<file path="src/rtl/uart_tx_fifo_drain.sv">
// UART transmitter that drains an asynchronous FIFO read port: pops a word whenever
// the FIFO is non-empty and the line is free, then sends start, data LSB first, optional parity, stop.
module uart_tx_fifo_drain #(
    parameter int D_SIZE = 8,
    parameter int CNT_W  = 4
) (
    input  logic              i_clk,
    input  logic              i_rstn,
    input  logic [D_SIZE-1:0] i_r_data,
    input  logic              i_empty,
    input  logic              i_par_en,
    input  logic              i_par_typ,
    output logic              o_r_inc,
    output logic              o_tx,
    output logic              o_busy
);

    typedef enum logic [2:0] {
        ST_IDLE   = 3'd0,
        ST_START  = 3'd1,
        ST_DATA   = 3'd2,
        ST_PARITY = 3'd3,
        ST_STOP   = 3'd4
    } state_t;

    localparam logic [CNT_W-1:0] LAST_BIT = CNT_W'(D_SIZE - 1);

    // Parity of a word; odd=1 inverts the even-parity result.
    function automatic logic parity_bit(input logic [D_SIZE-1:0] data, input logic odd);
        return (^data) ^ odd;
    endfunction

    state_t            state_r;
    logic [D_SIZE-1:0] shift_r;
    logic [CNT_W-1:0]  cnt_r;
    logic              par_en_r;
    logic              par_r;
    logic              tx_r;
    logic              busy_r;
    logic              r_inc_r;
    logic              capture_s;

    // A new word may be taken from idle or from the stop cycle, which gives gap-free frames.
    assign capture_s = ((state_r == ST_IDLE) || (state_r == ST_STOP)) && !i_empty;

    // Frame sequencer; every output is a flop so the line never glitches.
    always_ff @(posedge i_clk or negedge i_rstn) begin
        if (!i_rstn) begin
            state_r  <= ST_IDLE;
            shift_r  <= '0;
            cnt_r    <= '0;
            par_en_r <= 1'b0;
            par_r    <= 1'b0;
            tx_r     <= 1'b1;
            busy_r   <= 1'b0;
            r_inc_r  <= 1'b0;
        end else begin
            r_inc_r <= 1'b0;
            case (state_r)
                ST_IDLE, ST_STOP: begin
                    if (capture_s) begin
                        state_r  <= ST_START;
                        shift_r  <= i_r_data;
                        par_en_r <= i_par_en;
                        par_r    <= parity_bit(i_r_data, i_par_typ);
                        cnt_r    <= '0;
                        tx_r     <= 1'b0;
                        busy_r   <= 1'b1;
                        r_inc_r  <= 1'b1;
                    end else begin
                        state_r <= ST_IDLE;
                        tx_r    <= 1'b1;
                        busy_r  <= 1'b0;
                    end
                end
                ST_START: begin
                    state_r <= ST_DATA;
                    tx_r    <= shift_r[0];
                    shift_r <= {1'b0, shift_r[D_SIZE-1:1]};
                    cnt_r   <= '0;
                end
                ST_DATA: begin
                    if (cnt_r == LAST_BIT) begin
                        if (par_en_r) begin
                            state_r <= ST_PARITY;
                            tx_r    <= par_r;
                        end else begin
                            state_r <= ST_STOP;
                            tx_r    <= 1'b1;
                        end
                    end else begin
                        tx_r    <= shift_r[0];
                        shift_r <= {1'b0, shift_r[D_SIZE-1:1]};
                        cnt_r   <= cnt_r + CNT_W'(1);
                    end
                end
                ST_PARITY: begin
                    state_r <= ST_STOP;
                    tx_r    <= 1'b1;
                end
                default: begin
                    state_r <= ST_IDLE;
                    tx_r    <= 1'b1;
                    busy_r  <= 1'b0;
                end
            endcase
        end
    end

    assign o_tx    = tx_r;
    assign o_busy  = busy_r;
    assign o_r_inc = r_inc_r;

endmodule

</file>
<file path="config.mk">
export PLATFORM = sky130hd
export DESIGN_NAME = uart_tx_fifo_drain
export DESIGN_NICKNAME = d
export VERILOG_FILES = /design/src/rtl/uart_tx_fifo_drain.sv
export SDC_FILE = /design/constraint.sdc
export NUM_CORES = 1
export LEC_CHECK = 0
export ABC_AREA = 0
export CORE_MARGIN = 2
export CORE_UTILIZATION = 40
export CTS_CLUSTER_DIAMETER = 40
export DETAILED_ROUTE_END_ITERATION = 6
export SLEW_MARGIN = 15
export SYNTH_ARGS = -nofsm -noshare
export SYNTH_HDL_FRONTEND = slang
export SYNTH_SLANG_ARGS = --single-unit
</file>
<file path="constraint.sdc">
create_clock -name i_clk -period 1.8 [get_ports i_clk]
set_input_delay 0.36 -clock i_clk [delete_from_list [all_inputs] [get_ports i_clk]]
set_output_delay 0.36 -clock i_clk [all_outputs]
set_load 0.02 [all_outputs]
</file>
### Word-level counts from Yosys, hierarchy flattened

Cells that the tools add are included.

| storage, ports and cells | value |
|---|---|
| flip-flop bits (word level) | 20 |
| input port bits | 13 |
| output and inout port bits | 3 |
| word-level logic and storage cells | 45 |

| cells by class | value |
|---|---|
| add/subtract/negate cells | 1 |
| equality and inequality tests | 8 |
| muxes and demuxes | 17 |
| bitwise gates (word level) | 1 |
| reductions and logical operators | 10 |

Operators by type and width:

| cell | count |
|---|---|
| 8-bit one-hot mux with 3 select lines | 1 |
| 8-bit 2-to-1 mux | 2 |
| 3-bit one-hot mux with 4 select lines | 1 |
| 4-bit one-hot mux with 3 select lines | 1 |
| 4-bit 2-to-1 mux | 2 |
| 8-bit XOR reduction | 1 |
| 3-bit by 2-bit == test with 1-bit output (second input constant) | 2 |
| 1-bit 2-to-1 mux | 6 |
| 3-bit 2-to-1 mux | 2 |
| 2-bit != test (second input constant) | 3 |
| 4-bit by 1-bit adder with 4-bit output (second input constant) | 1 |
| 4-bit by 3-bit == test with 1-bit output (second input constant) | 1 |
| 3-bit by 1-bit == test with 1-bit output (second input constant) | 1 |
| 3-bit == test (second input constant) | 1 |
| 3-bit zero test | 1 |
| 1-bit one-hot mux with 3 select lines | 1 |
| 3-bit AND reduction | 1 |
| 3-bit nonzero test | 1 |
| 3-bit OR reduction | 1 |
| 1-bit one-hot mux with 2 select lines | 1 |
| 2-bit AND reduction | 1 |
| 2-bit OR reduction | 1 |
| 1-bit logical AND | 1 |
| 1-bit zero test | 1 |
| other kinds (2) | 2 |

### Depth between registers and ports, before layout

Gate-level depths: netlist of the first run.

| logic depth | value |
|---|---|
| word-level depth | 5 |
| gate-level depth with buffers | 6 |
| gate-level depth less buffers | 5 |

### Worst setup path after synthesis of the first run

Ideal clock, no wire load.

| path | value |
|---|---|
| path type | register to register |
| from | register cnt_r[0] |
| to | register cnt_r[0] |
| library setup time | 0.125 ns |
| arrival time | 1.541 ns |
| required time | 1.675 ns |
| path slack | 0.134 ns |
| stages on the path, launching flop included | 6 |
| buffers on the path | 1 |
| period minus slack after synthesis | 1.666 ns |
| path through | dfrtp_1 ha_1 and3b_1 o311a_1 buf_6 mux2_4 |

| between the ends | value |
|---|---|
| longest elaborated chain between the ends | 3 |
| elaborated cells on any way between the ends | 6 |
| those cells by class | add/sub (1); eq/ne (2); mux (2); reduce/logical (1) |

RTL lines:

| item | line | RTL |
|---|---|---|
| from (decl) | 35 | `logic [CNT_W-1:0] cnt_r;` |
| from (signal assigned) | 94 | `cnt_r <= cnt_r + CNT_W'(1);` |
| 4-bit by 1-bit adder with 4-bit output or 4-bit by 3-bit == test with 1-bit output (tied branches) | 94, 83 |  |
| 4-bit 2-to-1 mux or 2-bit != test (tied branches) | -- |  |
| 4-bit one-hot mux with 3 select lines or 3-bit AND reduction (tied branches) | -- |  |

Several ways; a longest one is shown, not always the timed one. The select of a mux whose other input is x is not followed.
A chain may end at the register's enable or synchronous reset.

### Final worst setup path of the first run

| path | value |
|---|---|
| from | register cnt_r[0] |
| to | register shift_r[2] |

| between the ends | value |
|---|---|
| longest elaborated chain between the ends | 3 |

RTL lines:

| item | line | RTL |
|---|---|---|
| 4-bit by 3-bit == test with 1-bit output | 83 | `if (cnt_r == LAST_BIT) begin` |
| 2-bit != test (no line) | -- |  |
| 3-bit AND reduction (no line) | -- |  |
| to (signal assigned) | 63 | `shift_r <= i_r_data;` |
| to (signal assigned) | 79 | `shift_r <= {1'b0, shift_r[D_SIZE-1:1]};` |
| to (signal assigned) | 93 | `shift_r <= {1'b0, shift_r[D_SIZE-1:1]};` |
| to (decl) | 34 | `logic [D_SIZE-1:0] shift_r;` |

Every way passes these cells.

==> results of run 1 <==
[worst max-delay path, cell delays in order (launching register included)]
cell,delay (ns)
sky130_fd_sc_hd__dfrtp_1,0.43
sky130_fd_sc_hd__ha_1,0.24
sky130_fd_sc_hd__and3b_1,0.22
sky130_fd_sc_hd__o311a_4,0.41
sky130_fd_sc_hd__buf_12,0.15
sky130_fd_sc_hd__o21ai_0,0.17
[per-stage QoR]
step                      util, %  setup TNS, ns
after floorplan                 -              0
after global placement      50.05              0
after detailed placement    50.05      -0.002033
after CTS                   51.48              0
after global routing        51.94              0
final                       51.94              0
[power breakdown]
group,switching (W),leakage (nW),internal (W)
logic,0.000518,0.301,0.000540
clock network,0.000134,0.0210,0.000123
registers,0.000152,0.252,0.000657
[placed cells by master, fill, tap and decap left out, types with 2 or more instances in the layout]
cell type                         synthesis  layout
sky130_fd_sc_hd__clkbuf_4                 0       3
sky130_fd_sc_hd__xnor2_1                  5       5
sky130_fd_sc_hd__nand2b_1                 2       2
sky130_fd_sc_hd__nand3_1                  2       2
sky130_fd_sc_hd__clkdlybuf4s50_1          0      14
sky130_fd_sc_hd__mux2i_1                  8       8
sky130_fd_sc_hd__nand2_1                 12      12
sky130_fd_sc_hd__buf_4                    0       5
sky130_fd_sc_hd__xor2_1                   2       2
sky130_fd_sc_hd__o21ai_0                 15      15
sky130_fd_sc_hd__a21oi_1                  6       6
sky130_fd_sc_hd__dfrtp_1                 19      19
sky130_fd_sc_hd__inv_1                    3       3
sky130_fd_sc_hd__nor2_1                   6       6
[per-layer routing]
layer	vias to the layer above	track usage [%]
met3	6	3.279
li1	382	-
met1	338	20.59
met4	0	9.583
met2	18	20.28
met5	-	0
[path summary, 6_finish.rpt]
kind                       depth (start not counted)                      to                   start
max                                                5  shift_r[2]$_DFFE_PN0P_    cnt_r[0]$_DFFE_PN0P_
min                                                2  state_r[1]$_DFFE_PN0P_                  i_rstn
max reg2reg                                        5  shift_r[2]$_DFFE_PN0P_    cnt_r[0]$_DFFE_PN0P_
min reg2reg                                        2  shift_r[1]$_DFFE_PN0P_  shift_r[1]$_DFFE_PN0P_
max in group asynchronous                          2          o_tx$_DFF_PN1_                  i_rstn
min in group i_clk                                 2  shift_r[1]$_DFFE_PN0P_  shift_r[1]$_DFFE_PN0P_
[cell type report]
| type | count | area share (%) |
|---|---|---|
| Sequential cell | 20 | 39.35 |
| Multi-Input combinational cell | 71 | 37.78 |
| Timing Repair Buffer | 21 | 16.19 |
| Tap cell | 30 | 2.944 |
| Clock buffer | 4 | 2.846 |
| Inverter | 3 | 0.8832 |
[cells by family after synthesis]
group	after synthesis	synth area share, %
muxes	10	10.40
and+or+nand+nor	28	13.46
DFF	20	49.08
AOI/OAI and AO/OA	24	12.73
buffers and inverters	7	4.895
xor gates and xnor gates	8	8.201
adders and majority gates	1	1.224
[flip-flops by register name (all words and copies together), names as in the netlist]
register,cells
cnt_r,4
o_busy,1
o_r_inc,1
o_tx,1
par_en_r,1
par_r,1
shift_r,8
state_r,3
[repair_timing]
| action | CTS | global route |
|---|---|---|
| hold endpoints to repair | 0 | 0 |
| hold buffers | 0 | 0 |
| endpoints found under the setup margin | 1 | 7 |
| resized for setup | 1 | 1 |
==> out/metrics.sh, run 1 <==
WORST_HOLD_PATH_CLASS='in -> async'
CELLPOWERDENSITY_nW_PER_UM2=1666
CRITICAL_PATH_PEAK_FANOUT=12
CLOCK_SKEW_NS=0.007875
DRT-VIAS-PER-INSTANCE=4.993
WORST_SLEW_MARGIN_REL_PCT=68.15
WORST_SLEW_PIN_SLEW_NS=0.4773
DR_WL_MET3_UM=73
SETUP.WORST_PATH.CLASS='reg -> reg'
POST-CTS-SETUP-BUFFERS=0
NNETSFINAL=134
FINAL_MIN_PERIOD_OVER_CLOCK_PERIOD_PCT=94.23
WIRE_LENGTH_ON_MET2_UM=855
IO_PINS=16
POST_PLACEMENT_SETUP_SLACK_NS=-0.002033
ANTENNA-DIODE-COUNT=0
SYNTH.AREA.TOP_CELLS='sky130_fd_sc_hd__dfrtp_1, sky130_fd_sc_hd__mux2i_1, sky130_fd_sc_hd__o21ai_0'
SYNTH_SEQ_AREA_SHARE_PCT=49.08
FMAXACHIEVABLE_GHz=0.5896
FINAL_CRITICAL_PATH_SETUP_SLACK_NS=0.1038
PLACEMENT.CELL_AREA_UM2=1229
CTS_BUFFER_DEPTH=2
FINALHOLDWORSTSLACK_NS=0.3883
TOP_LAYER='met4'
DR.FIRST_ITER.DRC_COUNT=15
POSTSYNTH.ASYNCRESETSHARE_PCT=100.0
COREAREA_UM2=2455
PLACED_CELLS_INCL_TAPS=145
CLK_PIN_SLEW_NS=0.11
ANT_NETS=0
SYNTH_TOP_FLOP_CELL='sky130_fd_sc_hd__dfrtp_1'
CAP_VIOLATIONS=0
MOST_FREQUENT_CELL_AFTER_SYNTHESIS='sky130_fd_sc_hd__dfrtp_1'
H-TREE-DEPTH=1
POSTSYNTHNETCOUNT=112
SYNTH_TOP_CELLS_BY_COUNT='sky130_fd_sc_hd__dfrtp_1, sky130_fd_sc_hd__o21ai_0, sky130_fd_sc_hd__nand2_1, sky130_fd_sc_hd__mux2i_1'
CP_DATA_REQUIRED_TIME_NS=2.01
CLOCK_SINKS=20
TOTAL_POWER_W=0.002124
SYNTH_CELL_TYPES=27
TOTAL_LEAKAGE_POWER_nW=0.5733
VIAS=744
TOTAL_AREA_OF_MULTI_INPUT_COMBINATIONAL_CELLS_UM2=481.7
WL_MET1_UM=894
DRT-PASS1-ITER-COUNT=4
NUMBER_OF_GLOBAL_ROUTE_VIAS_BEFORE_REPAIR=660
POSTSYNTHCELLCOUNT=98
REGISTER_AREA_UM2=501.7
FLOORPLAN.DIE.WIDTH_UM=54.55
DRCVIOLATIONCOUNT=0
POST-DP-HPWL_MM=1.356
FINAL-SETUP-VIOL-COUNT=0
SYN_AREA_UM2=1022
WORSTSKEWPAIRLATENCY_NS=0.30
PLACE_CONGESTION=0.8396
TRITONCTS.NUM_BUFFERS=3
SYNTH.AVG_CELL_AREA_UM2=10.43
GRT-OVFL-TOTAL=0
YOSYS_WARNINGS=0
NUMBER_OF_ANTENNA_VIOLATIONS_AT_THE_FIRST_CHECK_IN_GLOBAL_ROUTING=0
POST_LAYOUT_NONFILLER_INSTANCES=149
BUFFER_PORTS.INSERTED=15
FILLER_CELL_COUNT=225
DRT-TOTAL-WL_MM=1.870
NETLIST.TOP_CELL.BY_AREA='sky130_fd_sc_hd__dfrtp_1'
TIMING.CRITICAL_PATH.ARRIVAL_NS=1.91
RRSETUPSLACK_NS=0.10
SETUP.WORST_PATH.START_CLASS='flop'
FINAL_MAX_SLEW_VIOL_COUNT=0
GROUTE.USAGE.OVERALL_PCT=14.74
SYNTH.TOP_CELL.AREA_SHARE_PCT=46.51
FLOORPLAN.DIE.HEIGHT_UM=54.55
GRT_PASS1_WL_MM=2.953
IR_WORST_VDD_mV=0.8768
AREA.GROWTH.SYNTH_TO_FINAL_PCT=24.72
FINALHOLDVIOLCOUNT=0
YS_FF_LATCH=20
CLOCK_TREE.ROOT_CELL='sky130_fd_sc_hd__clkbuf_4'
SYNTH_ENABLE_FLOP_CELLS=0
CTS_TREE='done'
DRIVE_ABOVE_1_SHARE_PCT=13.45
GRT_MAX_DEGREE=21
ROUTEDWLPERCELL_UM=12.55
TIMING.FINAL.CRIT_PERIOD_NS=1.696
DESIGN.DIE.AREA_UM2=2976
RUN_STATUS='finished, final reports clean'
GRT_SETUP_UNREPAIRED='false'
PLACEMENTROWS=18
KIND_OF_CAPTURE_POINT_OF_THE_WORST_SETUP_PATH='flop'
FINALINSTANCEAREA_UM2=1275
INITIAL_UTILIZATION_PCT=41.64
Note: power is estimated with default switching activity, not from simulation.
==> run 2: changes to the inputs <==
- ABC_AREA: 0 -> default
==> results of run 2 <==
No change in the layout: final DEF, timing and power equal those of run 1.
